<file path="config.mk">
export PLATFORM = sky130hd
export DESIGN_NAME = instr_encoder_flat
export DESIGN_NICKNAME = d
export VERILOG_FILES = /design/src/rtl/instr_encoder_if.sv /design/src/rtl/instr_encoder.sv /design/src/flat_wrapper.sv
export SDC_FILE = /design/constraint.sdc
export NUM_CORES = 1
export LEC_CHECK = 0
export BUFFER_PORTS_ARGS = -buffer_cell sky130_fd_sc_hd__buf_4
export CORE_MARGIN = 2
export CORE_UTILIZATION = 50
export CTS_CLUSTER_SIZE = 25
export DETAILED_ROUTE_END_ITERATION = 16
export PLACE_DENSITY = 0.75
export REMOVE_ABC_BUFFERS = 1
export SLEW_MARGIN = 20
export SYNTH_ARGS = -nofsm -noshare
export SYNTH_HDL_FRONTEND = slang
export SYNTH_SLANG_ARGS = --single-unit
</file>
<file path="constraint.sdc">
create_clock -name clk -period 2.2 [get_ports clk]
set_input_delay 0.22 -clock clk [delete_from_list [all_inputs] [get_ports clk]]
set_output_delay 0.22 -clock clk [all_outputs]
set_load 0.03 [all_outputs]
</file>
<file path="src/rtl/instr_encoder_if.sv">
// Request and instruction-memory write bus for instr_encoder.
// The master drives field-level requests and imem_ready; the slave (encoder) drives writes.
interface instr_encoder_if #(
  parameter int ADDR_W = 8
);
  logic              in_valid;
  logic              in_ready;
  logic [3:0]        in_kind;
  logic [2:0]        in_funct3;
  logic              in_funct7_5;
  logic [4:0]        in_rd;
  logic [4:0]        in_rs1;
  logic [4:0]        in_rs2;
  logic [31:0]       in_imm;
  logic              imem_ready;
  logic              imem_we;
  logic [ADDR_W-1:0] imem_addr;
  logic [31:0]       imem_wdata;

  modport master (
    output in_valid, in_kind, in_funct3, in_funct7_5, in_rd, in_rs1, in_rs2, in_imm,
           imem_ready,
    input  in_ready, imem_we, imem_addr, imem_wdata
  );

  modport slave (
    input  in_valid, in_kind, in_funct3, in_funct7_5, in_rd, in_rs1, in_rs2, in_imm,
           imem_ready,
    output in_ready, imem_we, imem_addr, imem_wdata
  );
endinterface

</file>
<file path="src/rtl/instr_encoder.sv">
// RV32I instruction encoder: assembles decoded fields into 32-bit words, buffers them
// in a small FIFO and streams them into instruction memory at an auto-incrementing address.
module instr_encoder #(
  parameter int ADDR_W     = 8,
  parameter int FIFO_DEPTH = 4
) (
  input  logic              clk,
  input  logic              reset,
  input  logic              clr,
  instr_encoder_if.slave    bus,
  output logic              err,
  output logic              wrapped
);

  localparam int PTR_W = (FIFO_DEPTH > 1) ? $clog2(FIFO_DEPTH) : 1;
  localparam int CNT_W = PTR_W + 1;

  localparam logic [6:0] OP_R      = 7'b0110011;
  localparam logic [6:0] OP_I_ALU  = 7'b0010011;
  localparam logic [6:0] OP_LOAD   = 7'b0000011;
  localparam logic [6:0] OP_STORE  = 7'b0100011;
  localparam logic [6:0] OP_BRANCH = 7'b1100011;
  localparam logic [6:0] OP_JAL    = 7'b1101111;
  localparam logic [6:0] OP_JALR   = 7'b1100111;
  localparam logic [6:0] OP_AUIPC  = 7'b0010111;
  localparam logic [6:0] OP_LUI    = 7'b0110111;

  logic [31:0]       enc_word;
  logic              enc_ok;
  logic [31:0]       mem [FIFO_DEPTH];
  logic [PTR_W-1:0]  wr_ptr;
  logic [PTR_W-1:0]  rd_ptr;
  logic [CNT_W-1:0]  count;
  logic [ADDR_W-1:0] addr_q;
  logic              full;
  logic              empty;
  logic              accept;
  logic              push;
  logic              pop;

  // Field assembly; immediate bits outside each format are simply not selected.
  always_comb begin
    enc_word = '0;
    enc_ok   = 1'b1;
    unique case (bus.in_kind)
      4'd0: enc_word = {1'b0, bus.in_funct7_5, 5'b0, bus.in_rs2, bus.in_rs1,
                        bus.in_funct3, bus.in_rd, OP_R};
      4'd1: begin
        if (bus.in_funct3 == 3'b001 || bus.in_funct3 == 3'b101)
          enc_word = {1'b0, bus.in_funct7_5, 5'b0, bus.in_imm[4:0], bus.in_rs1,
                      bus.in_funct3, bus.in_rd, OP_I_ALU};
        else
          enc_word = {bus.in_imm[11:0], bus.in_rs1, bus.in_funct3, bus.in_rd, OP_I_ALU};
      end
      4'd2: enc_word = {bus.in_imm[11:0], bus.in_rs1, bus.in_funct3, bus.in_rd, OP_LOAD};
      4'd3: enc_word = {bus.in_imm[11:5], bus.in_rs2, bus.in_rs1, bus.in_funct3,
                        bus.in_imm[4:0], OP_STORE};
      4'd4: enc_word = {bus.in_imm[12], bus.in_imm[10:5], bus.in_rs2, bus.in_rs1,
                        bus.in_funct3, bus.in_imm[4:1], bus.in_imm[11], OP_BRANCH};
      4'd5: enc_word = {bus.in_imm[20], bus.in_imm[10:1], bus.in_imm[11],
                        bus.in_imm[19:12], bus.in_rd, OP_JAL};
      4'd6: enc_word = {bus.in_imm[11:0], bus.in_rs1, 3'b000, bus.in_rd, OP_JALR};
      4'd7: enc_word = {bus.in_imm[31:12], bus.in_rd, OP_AUIPC};
      4'd8: enc_word = {bus.in_imm[31:12], bus.in_rd, OP_LUI};
      default: enc_ok = 1'b0;
    endcase
  end

  assign full   = (count == CNT_W'(FIFO_DEPTH));
  assign empty  = (count == '0);
  assign accept = bus.in_valid && bus.in_ready;
  assign push   = accept && enc_ok;
  // No write may leave the block while clr or reset is asserted, even with a word at the head.
  assign pop    = !empty && bus.imem_ready && !clr && !reset;

  assign bus.in_ready   = !full && !clr && !reset;
  assign bus.imem_we    = pop;
  assign bus.imem_addr  = addr_q;
  assign bus.imem_wdata = mem[rd_ptr];

  always_ff @(posedge clk) begin
    if (push) mem[wr_ptr] <= enc_word;
  end

  always_ff @(posedge clk or posedge reset) begin
    if (reset) begin
      wr_ptr  <= '0;
      rd_ptr  <= '0;
      count   <= '0;
      addr_q  <= '0;
      err     <= 1'b0;
      wrapped <= 1'b0;
    end else if (clr) begin
      wr_ptr  <= '0;
      rd_ptr  <= '0;
      count   <= '0;
      addr_q  <= '0;
      err     <= 1'b0;
      wrapped <= 1'b0;
    end else begin
      if (push) wr_ptr <= wr_ptr + PTR_W'(1);
      if (pop) begin
        rd_ptr <= rd_ptr + PTR_W'(1);
        addr_q <= addr_q + ADDR_W'(1);
        if (addr_q == '1) wrapped <= 1'b1;
      end
      unique case ({push, pop})
        2'b10:   count <= count + CNT_W'(1);
        2'b01:   count <= count - CNT_W'(1);
        default: count <= count;
      endcase
      if (accept && !enc_ok) err <= 1'b1;
    end
  end

endmodule
</file>
<file path="src/flat_wrapper.sv">
// flat-port wrapper written by rule: the top's interface ports become plain ports
module instr_encoder_flat 
#(
  parameter int ADDR_W     = 8,
  parameter int FIFO_DEPTH = 4
)
  (clk, reset, clr, err, wrapped, bus_in_valid, bus_in_kind, bus_in_funct3, bus_in_funct7_5, bus_in_rd, bus_in_rs1, bus_in_rs2, bus_in_imm, bus_imem_ready, bus_in_ready, bus_imem_we, bus_imem_addr, bus_imem_wdata);
  instr_encoder_if #(.ADDR_W(ADDR_W)) bus_i ();
  input  logic clk;
  input  logic reset;
  input  logic clr;
  output logic err;
  output logic wrapped;
  input wire logic [$bits(bus_i.in_valid)-1:0] bus_in_valid;
  input wire logic [$bits(bus_i.in_kind)-1:0] bus_in_kind;
  input wire logic [$bits(bus_i.in_funct3)-1:0] bus_in_funct3;
  input wire logic [$bits(bus_i.in_funct7_5)-1:0] bus_in_funct7_5;
  input wire logic [$bits(bus_i.in_rd)-1:0] bus_in_rd;
  input wire logic [$bits(bus_i.in_rs1)-1:0] bus_in_rs1;
  input wire logic [$bits(bus_i.in_rs2)-1:0] bus_in_rs2;
  input wire logic [$bits(bus_i.in_imm)-1:0] bus_in_imm;
  input wire logic [$bits(bus_i.imem_ready)-1:0] bus_imem_ready;
  output wire logic [$bits(bus_i.in_ready)-1:0] bus_in_ready;
  output wire logic [$bits(bus_i.imem_we)-1:0] bus_imem_we;
  output wire logic [$bits(bus_i.imem_addr)-1:0] bus_imem_addr;
  output wire logic [$bits(bus_i.imem_wdata)-1:0] bus_imem_wdata;
  assign bus_i.in_valid = bus_in_valid;
  assign bus_i.in_kind = bus_in_kind;
  assign bus_i.in_funct3 = bus_in_funct3;
  assign bus_i.in_funct7_5 = bus_in_funct7_5;
  assign bus_i.in_rd = bus_in_rd;
  assign bus_i.in_rs1 = bus_in_rs1;
  assign bus_i.in_rs2 = bus_in_rs2;
  assign bus_i.in_imm = bus_in_imm;
  assign bus_i.imem_ready = bus_imem_ready;
  assign bus_in_ready = bus_i.in_ready;
  assign bus_imem_we = bus_i.imem_we;
  assign bus_imem_addr = bus_i.imem_addr;
  assign bus_imem_wdata = bus_i.imem_wdata;
  instr_encoder #(.ADDR_W(ADDR_W), .FIFO_DEPTH(FIFO_DEPTH)) u_core (.clk(clk), .reset(reset), .clr(clr), .bus(bus_i), .err(err), .wrapped(wrapped));
endmodule
</file>
==> out/qor.yml, run 1 <==
p_sw_mw: 1.39
ys_types: 54
layout_common_cells: "buf_4 (125), edfxtp_1 (124), mux4_2 (31)"
cp_common_cell: "buf_4"
design.core.area_um2: 12100
hold_ws_ns: 0.0897
start_util_pct: 51.8
fin_tns_setup_ns: 0
period_needed_ns: 2.11
crit_family: "buffers and inverters"
r2r_slack_ns: 0.16
status: "completed"
cts_max_level: 4
skew_ns: 0.00936
die_area_um2: 13500
yosysSeqAreaShare_pct: 66.1
numPortBuffers: 103
path_buf_inv: 5
reg2reg_depth: 8
critical-path-max-stage-delay_ns: 0.53
syn_to_final_growth_pct: 27.2
slew_headroom_pct: 57.0
antenna-diode-count: 0
synth-seq-cells: 141
track_usage_pct: 22.0
cts_buffers: 17
p_seq_share_pct: 47.4
cp_data_arrival_time_ns: 1.89
dr.pass1.iters: 4
synth_edf_count: 124
cts.sinks: 141
worstPathMaxFanout: 7
worst_pin_slew_ns: 0.645
fill_cells: 871
cts.clk_slew.worst_paths_ns: 0.06
finalWirelength_um: 13800
drv_slew: 0
ir_drop_mv: 0.415
synth-main-ff-cell: "edfxtp_1"
ant_nets: 0
worst_slack_ns: 0.0899
drt_iter0_drc: 340
power.total_mw: 6.28
dieHeight_um: 116
synth_area_um2: 6280
vias: 4058
endpoint: "bus_imem_we"
grt_overflow: 0
period_share_pct: 95.9
drive_gt1_share_pct: 36.9
dp_slack_ns: 0.116
endpoint_kind: "output port"
r2r-start: "u_core.count[2]"
io_pins: 104
crit_type: "in2out"
clock_latency_ns: 0.41
timing.rr.end: "u_core.count[2]"
leakage_nw: 2.94
wl_per_cell_um: 19.6
hp-class: "in2reg"
viasPerCell: 5.76
gp_congestion: 0.856
final-hold-violation-count: 0
crit_path_top_delay_cell: "dlygate4sd3_1"
power_density_nw_per_um2: 786
swShare_pct: 22.1
cts_tree: "built"
critPathRequiredTime_ns: 1.98
rows: 40
synthCells: 399
fin_nets: 590
setup.worst_path.start: "reset"
final_common_cell: "buf_4"
critPathLaunchType: "primary input"
grt_max_degree: 32
yosysWarnings: 0
grt_pass1_wl_um: 21900
fmax_ghz: 0.474
p_comb_share_pct: 10.1
die_x_um: 116
clk_path_buf_depth: 2
grt_pass1_vias: 4238
antenna_found_initial: 0
async_flop_share_pct: 12.1
syn_avg_cell_area_um2: 15.7
dp.cells: 671
critical_path_depth: 7
cts-root-buf: "clkbuf_16"
power.internal_mw: 4.89
stdcell_count: 705
dp_hpwl_um: 9310
route.detailed.drc: 0
setup_violations: 0
path_cells: "dlygate4sd3_1, buf_4, or3b_1, or2_1, buf_4, clkinv_4, buf_4"
p_clk_share_pct: 42.5
maxCapViolations: 0
rsz0062_at_grt: "no"
==> worst min path at each step <==
| stage | from | endpoint | slack, ns | cells after the start |
|---|---|---|---|---|
| floorplan | reset | u_core.bus.imem_addr[0] | 0.15 | 1 |
| global route | clr | u_core.bus.imem_addr[3] | 0.10 | 2 |
| detailed placement | reset | u_core.count[0] | 0.37 | 2 |
| finish | bus_in_valid | u_core.err | 0.09 | 3 |
| CTS | bus_in_valid | u_core.err | 0.08 | 3 |
| global placement | reset | u_core.err | 0.37 | 2 |
==> power groups by stage <==
stage	logic [mW]	clock network (mW)	registers (mW)
floorplan	0.312	0	3.05
global placement	0.605	0	3.03
detailed placement	0.624	0	3.04
CTS	0.636	2.72	2.98
global route	0.685	2.81	2.98
finish	0.635	2.67	2.98
==> cell type report <==
| cell class | instances | area, um2 | area share, % |
|---|---|---|---|
| inverter | 11 | 46.3 | 0.580 |
| sequential | 141 | 4150 | 52.0 |
| clock inverter | 14 | 128 | 1.60 |
| timing repair buffer | 132 | 1060 | 13.3 |
| clock buffer | 18 | 429 | 5.38 |
| multi-input combinational | 221 | 1960 | 24.6 |
| tap | 168 | 210 | 2.63 |
==> Yosys cell counts, drive strengths merged, types with 6 or more instances <==
cell type  instances  area, um2
nor2              19       71.3
a31oi              8       50.1
mux4              31        698
and2               9       56.3
edfxtp           124       3720
a22o               9       78.8
o21ai             10       50.1
a21oi             12       60.1
nor2b             10       62.6
a22oi              8       60.1
clkbuf            11       41.3
dfrtp             17        425
a221oi             6       52.6
buf               15       78.8
nor3               7       51.3
a221o              6       60.1
nand2             23       86.3
inv                9       33.8
o22ai             10       62.6
xnor2              7       61.3
==> metrics by stage <==
stage	utilization [%]	instance area, um2
after floorplan	-	6160
after global placement	61.1	7410
after detailed placement	61.1	7410
after CTS	65.9	7980
after global routing	65.9	7980
final	65.9	7980
==> cells by family (layout without fill, tap and decap cells) <==
| kind of cell | after synthesis | count (layout) | synth area share, % |
|---|---|---|---|
| compound gates | 80 | 80 | 8.99 |
| mux | 35 | 35 | 11.8 |
| buf+inv | 37 | 175 | 2.65 |
| simple gates | 93 | 93 | 8.19 |
| xor+xnor | 7 | 7 | 0.977 |
| fa+ha+maj | 6 | 6 | 1.32 |
| flops | 141 | 141 | 66.1 |
==> worst reg2reg max path, cell delays in order (launching register included) <==
cell     delay [ns]
dfrtp_1        0.45
nor3b_1        0.19
and4b_1        0.28
nor2_1         0.06
fa_1           0.41
nor2_1         0.16
nor4b_1        0.23
o21ai_0        0.11
nand3_1        0.09
==> state kept, by name, summed over array words and instances (netlist names) <==
register              cells
u_core.bus.imem_addr      8
u_core.count              3
u_core.err                1
u_core.mem              124
u_core.rd_ptr             2
u_core.wr_ptr             2
u_core.wrapped            1
==> layer usage <==
metal / part of all wire (%) / routed length [um] / track usage, %
met5: 0 / 0 / 0
met4: 2.8 / 385 / 8.81
met3: 5.2 / 717 / 4.81
met2: 53 / 7370 / 39.2
met1: 39 / 5350 / 26.2
==> repair_timing <==
| action | CTS | global route |
|---|---|---|
| hold buffers | 1 | 0 |
| gates resized for setup | 1 | 0 |
| hold endpoints to repair | 17 | 0 |
| setup buffers | 1 | 0 |
| endpoints found under the setup margin | 9 | 0 |
(Power assumes the default switching activity.)
==> inputs of run 2 (changes only) <==
--- a/config.mk
+++ b/config.mk
@@ -11,6 +11,7 @@
 export CTS_CLUSTER_SIZE = 25
 export DETAILED_ROUTE_END_ITERATION = 16
 export PLACE_DENSITY = 0.75
+export RECOVER_POWER = 100
 export REMOVE_ABC_BUFFERS = 1
 export SLEW_MARGIN = 20
 export SYNTH_ARGS = -nofsm -noshare
==> run 2 against run 1 <==
Net effect:
- sequential share of layout area increased by 1.4 points
- power decreased by 0.41%
- cell count unchanged
- largest power group unchanged
- hold slack improved by 0.0028 ns
- core utilization decreased by 1.7 points
- clock skew increased by 0.0013 ns
- fmax decreased by 1.4%
- critical endpoint unchanged
- global-route usage unchanged
- non-clock buffer count unchanged
- clock power about the same
==> out/qor.yml, run 2 (synthesis results as in run 1) <==
hp-class: "in2reg"
skew_ns: 0.0106
start_util_pct: 51.8
period_needed_ns: 2.14
cp_data_arrival_time_ns: 1.92
multi_input_area_um2: 1950
dp_hpwl_um: 9310
reg2reg_depth: 8
power_density_nw_per_um2: 804
regArea_um2: 4150
design.core.area_um2: 12100
dr.pass1.iters: 5
dp_slack_ns: 0.116
ant_nets: 0
die_x_um: 116
slew_headroom_pct: 44.9
gp_congestion: 0.856
cts.clk_slew.worst_paths_ns: 0.06
wl_per_cell_um: 19.6
status: "completed"
fin_nets: 590
final_common_cell: "edfxtp_1"
endpoint_kind: "output port"
numPortBuffers: 103
layout_common_cells: "edfxtp_1 (124), buf_4 (77), mux4_2 (31), clkbuf_2 (31), nand2_1 (23)"
worstPathMaxFanout: 7
crit_type: "in2out"
cts-root-buf: "clkbuf_16"
maxCapViolations: 0
antenna-diode-count: 0
grt_overflow: 0
fill_cells: 926
die_area_um2: 13500
grt_pass1_wl_um: 21900
critPathRequiredTime_ns: 1.98
cts_tree: "built"
ir_drop_mv: 0.414
final-hold-violation-count: 0
clock_latency_ns: 0.41
setup_violations: 0
vias: 4060
cts_max_level: 4
grt_pass1_vias: 4238
dp.cells: 671
finalWirelength_um: 13800
leakage_nw: 2.83
rsz0062_at_grt: "no"
route.detailed.drc: 0
worst_slack_ns: 0.0592
syn_to_final_growth_pct: 23.9
cts.sinks: 141
worst_pin_slew_ns: 0.827
period_share_pct: 97.3
largest_register_ffs: 124
track_usage_pct: 22.0
drv_slew: 0
rows: 40
io_pins: 104
top_register: "u_core.mem"
grt_max_degree: 32
hold_path_depth: 3
antenna_found_initial: 0
stdcell_count: 705
dieHeight_um: 116
cts_buffers: 17
fmax_ghz: 0.467
drive_gt1_share_pct: 32.6
viasPerCell: 5.76
critPathLaunchType: "primary input"
clk_path_buf_depth: 2
drt_iter0_drc: 311
==> run 2: cell types whose count changed in the layout (fill, tap and decap cells not counted), sizes merged <==
| cell | previous run | this run |
|---|---|---|
| buf | 131 | 79 |
| clkbuf | 18 | 70 |
==> run 2: final cells by class <==
| cell class | instances | area share (%) |
|---|---|---|
| Clock buffer | 18 | 5.52 |
| Timing Repair Buffer | 132 | 11.0 |
| Inverter | 11 | 0.596 |
| Clock inverter | 14 | 1.64 |
| Tap cell | 168 | 2.70 |
| Multi-Input combinational cell | 221 | 25.1 |
| Sequential cell | 141 | 53.4 |
==> run 2: report_power, final <==
group          switching (mW)  internal [mW]  leakage, nW  total (mW)
logic                   0.349          0.254         1.19       0.602
registers              0.0151           2.96         1.37        2.98
clock network            1.03           1.64        0.268        2.67
==> run 2: what timing repair did <==
item / 4_1_cts / 5_1_grt
resized for setup: 1 / 0
endpoints found under the hold margin: 17 / 0
hold buffers: 1 / 0
buffers inserted: 1 / 0
setup endpoints to repair: 9 / 0
==> run 2: worst paths after layout <==
kind | slack, ns | start | end
max | 0.06 | reset | bus_imem_we
min | 0.09 | bus_in_valid | u_core.err
max reg2reg | 0.15 | u_core.count[2] | u_core.count[2]
min reg2reg | 0.49 | u_core.wrapped | u_core.wrapped
max in group asynchronous | 1.30 | reset | u_core.wrapped
min in group asynchronous | 0.48 | reset | u_core.bus.imem_addr[2]
==> run 2: per-layer routing <==
| layer | vias to the layer above | wire [um] | track usage, % |
|---|---|---|---|
| met5 | - | 0 | 0 |
| met4 | 0 | 371 | 8.81 |
| met3 | 30 | 861 | 4.81 |
| met2 | 193 | 7310 | 39.2 |
| met1 | 1988 | 5310 | 26.2 |
| li1 | 1849 | - | - |
==> run 2: through the flow <==
stage | power, mW | util [%] | hold slack, ns | setup TNS, ns | area, um2
after floorplan | 3.36 | - | 0.146 | -10.49 | 6160
after global placement | 3.64 | 61.1 | 0.372 | 0 | 7410
after detailed placement | 3.66 | 61.1 | 0.372 | 0 | 7410
after CTS | 6.33 | 65.9 | 0.0778 | 0 | 7980
after global routing | 6.44 | 64.2 | 0.100 | 0 | 7770
final | 6.25 | 64.2 | 0.0926 | 0 | 7770
==> run 2: critical path, stage by stage <==
cell and delay (ns):
dlygate4sd3_1 0.53, clkbuf_1 0.13, or3b_1 0.37, or2_1 0.24
buf_4 0.17, clkinv_4 0.07, clkbuf_4 0.18
==> inputs of run 3 (changes only) <==
--- a/config.mk
+++ b/config.mk
@@ -6,11 +6,13 @@
 export NUM_CORES = 1
 export LEC_CHECK = 0
 export BUFFER_PORTS_ARGS = -buffer_cell sky130_fd_sc_hd__buf_4
+export CELL_PAD_IN_SITES_DETAIL_PLACEMENT = 0
+export CELL_PAD_IN_SITES_GLOBAL_PLACEMENT = 1
 export CORE_MARGIN = 2
-export CORE_UTILIZATION = 50
+export CORE_UTILIZATION = 42
 export CTS_CLUSTER_SIZE = 25
 export DETAILED_ROUTE_END_ITERATION = 16
-export PLACE_DENSITY = 0.75
+export PLACE_DENSITY_LB_ADDON = 0.1
 export RECOVER_POWER = 100
 export REMOVE_ABC_BUFFERS = 1
 export SLEW_MARGIN = 20
==> run 3 against run 2 <==
Net effect:
- critical path type unchanged
- clock power fell by 4%
- largest power group unchanged
- largest cell class unchanged
- via count shrank 1.4%
- global-route usage is 3.3 points lower
- core utilization shrank 9.9 points
==> out/qor.yml, run 3 (synthesis results as in run 1) <==
status: "completed"
ant_nets: 0
hold_ws_ns: 0.0791
grt_pass1_wl_um: 22200
p_clk_share_pct: 41.8
p_sw_mw: 1.41
path_buf_inv: 5
swShare_pct: 23.0
io_pins: 104
crit_type: "in2out"
grt_pass1_vias: 3986
route.detailed.drc: 0
power.internal_mw: 4.75
fill_cells: 1197
crit_path_top_delay_cell: "dlygate4sd3_1"
viasPerCell: 5.55
power.total_mw: 6.16
antenna_found_initial: 0
power_density_nw_per_um2: 779
ir_drop_mv: 0.580
die_area_um2: 15900
fin_tns_setup_ns: 0
hp-class: "in2reg"
cts.clk_slew.worst_paths_ns: 0.05
drv_slew: 0
largest_register_ffs: 124
drt_iter0_drc: 332
syn_to_final_growth_pct: 26.1
p_comb_share_pct: 9.9
vias: 4005
dp_hpwl_um: 10100
clk_path_buf_depth: 2
crit_family: "buffers and inverters"
endpoint_kind: "output port"
r2r_slack_ns: 0.15
dp_slack_ns: 0.116
critPathRequiredTime_ns: 1.98
cp_data_arrival_time_ns: 1.90
leakage_nw: 2.85
cts_buffers: 17
hold_path_depth: 3
setup_violations: 0
wl_per_cell_um: 20.1
grt_overflow: 0
p_seq_share_pct: 48.4
critPathLaunchType: "primary input"
r2r-start: "u_core.count[2]"
drive_gt1_share_pct: 33.0
period_share_pct: 96.3
fin_nets: 591
design.core.area_um2: 14600
period_needed_ns: 2.12
dieHeight_um: 126
min_from: "bus_in_valid"
rows: 44
antenna-diode-count: 0
clock_latency_ns: 0.42
dp.cells: 688
numPortBuffers: 103
cts_tree: "built"
slew_headroom_pct: 55.6
start_util_pct: 43.0
gp_congestion: 0.767
rsz0062_at_grt: "no"
maxCapViolations: 0
cts.sinks: 141
stdcell_count: 721
final-hold-violation-count: 0
top_register: "u_core.mem"
critical-path-max-stage-delay_ns: 0.54
cts-root-buf: "clkbuf_16"
worstPathMaxFanout: 7
die_x_um: 126
holdPathEnd: "u_core.err"
final_common_cell: "edfxtp_1"
worst_pin_slew_ns: 0.666
reg2reg_depth: 5
dr.pass1.iters: 4
worst_slack_ns: 0.0809
path_cells: "dlygate4sd3_1, clkbuf_1, or3b_1, or2_1, buf_4, clkinv_4, buf_6"
layout_common_cells: "edfxtp_1 (124), buf_4 (67), mux4_2 (31)"
grt_max_degree: 27
skew_ns: 0.00719
track_usage_pct: 18.7
cts_max_level: 4
finalWirelength_um: 14500
timing.rr.end: "u_core.mem[3][3]"
fmax_ghz: 0.472
==> run 3: changes by cell type in the layout (fill, tap and decap cells not counted), sizes merged <==
cell    before  now
buf         79   80
bufinv       2    1
==> run 3: power groups by stage <==
stage | clock network (mW) | logic, mW | registers (mW)
6_report | 2.57 | 0.608 | 2.98
2_1_floorplan | 0 | 0.312 | 3.05
3_3_place_gp | 0 | 0.627 | 3.04
5_1_grt | 2.72 | 0.658 | 2.98
3_5_place_dp | 0 | 0.636 | 3.04
4_1_cts | 2.62 | 0.641 | 2.98
==> run 3: stage by stage <==
stage / utilization (%) / area [um2]
finish: 54.2 / 7910
global route: 54.2 / 7910
CTS: 55.4 / 8080
detailed placement: 51.7 / 7540
global placement: 51.7 / 7540
floorplan: - / 6160
==> run 3: final cells by class <==
type	count	area, um2	share of cell area, %
clock buffer	18	429	5.42
inverter	11	46.3	0.585
multi-input combinational	221	1950	24.6
tap	184	230	2.91
sequential	141	4150	52.5
clock inverter	13	103	1.30
timing repair buffer	133	1000	12.7
==> run 3: tightest hold or removal path, cell delays in order <==
cell	delay, ns
buf_4	0.09
a31oi_1	0.07
nor2_1	0.07
==> run 3: repair_timing <==
item	in CTS	in global routing
resized for setup	1	3
gates cloned	0	0
hold buffers	1	0
hold endpoints to repair	17	0
endpoints found under the setup margin	11	7
buffers inserted	0	1
==> run 3: routing by layer <==
layer | track usage (%) | up-vias | wire length (um)
li1 | - | 1846 | -
met1 | 26.0 | 2025 | 6550
met2 | 29.3 | 119 | 6920
met3 | 4.08 | 15 | 805
met4 | 6.85 | 0 | 219
met5 | 0 | - | 0
==> run 3: worst max path at each step <==
stage	cells past startpoint	end	from	slack [ns]
after floorplan	1	bus_imem_wdata[0]	u_core.rd_ptr[0]	-0.24
after global placement	11	u_core.count[2]	bus_in_kind[1]	0.20
after detailed placement	11	u_core.count[2]	bus_in_kind[1]	0.12
after CTS	3	bus_imem_wdata[8]	u_core.rd_ptr[0]	0.005
after global routing	7	bus_imem_we	reset	0.02
final	7	bus_imem_we	reset	0.08
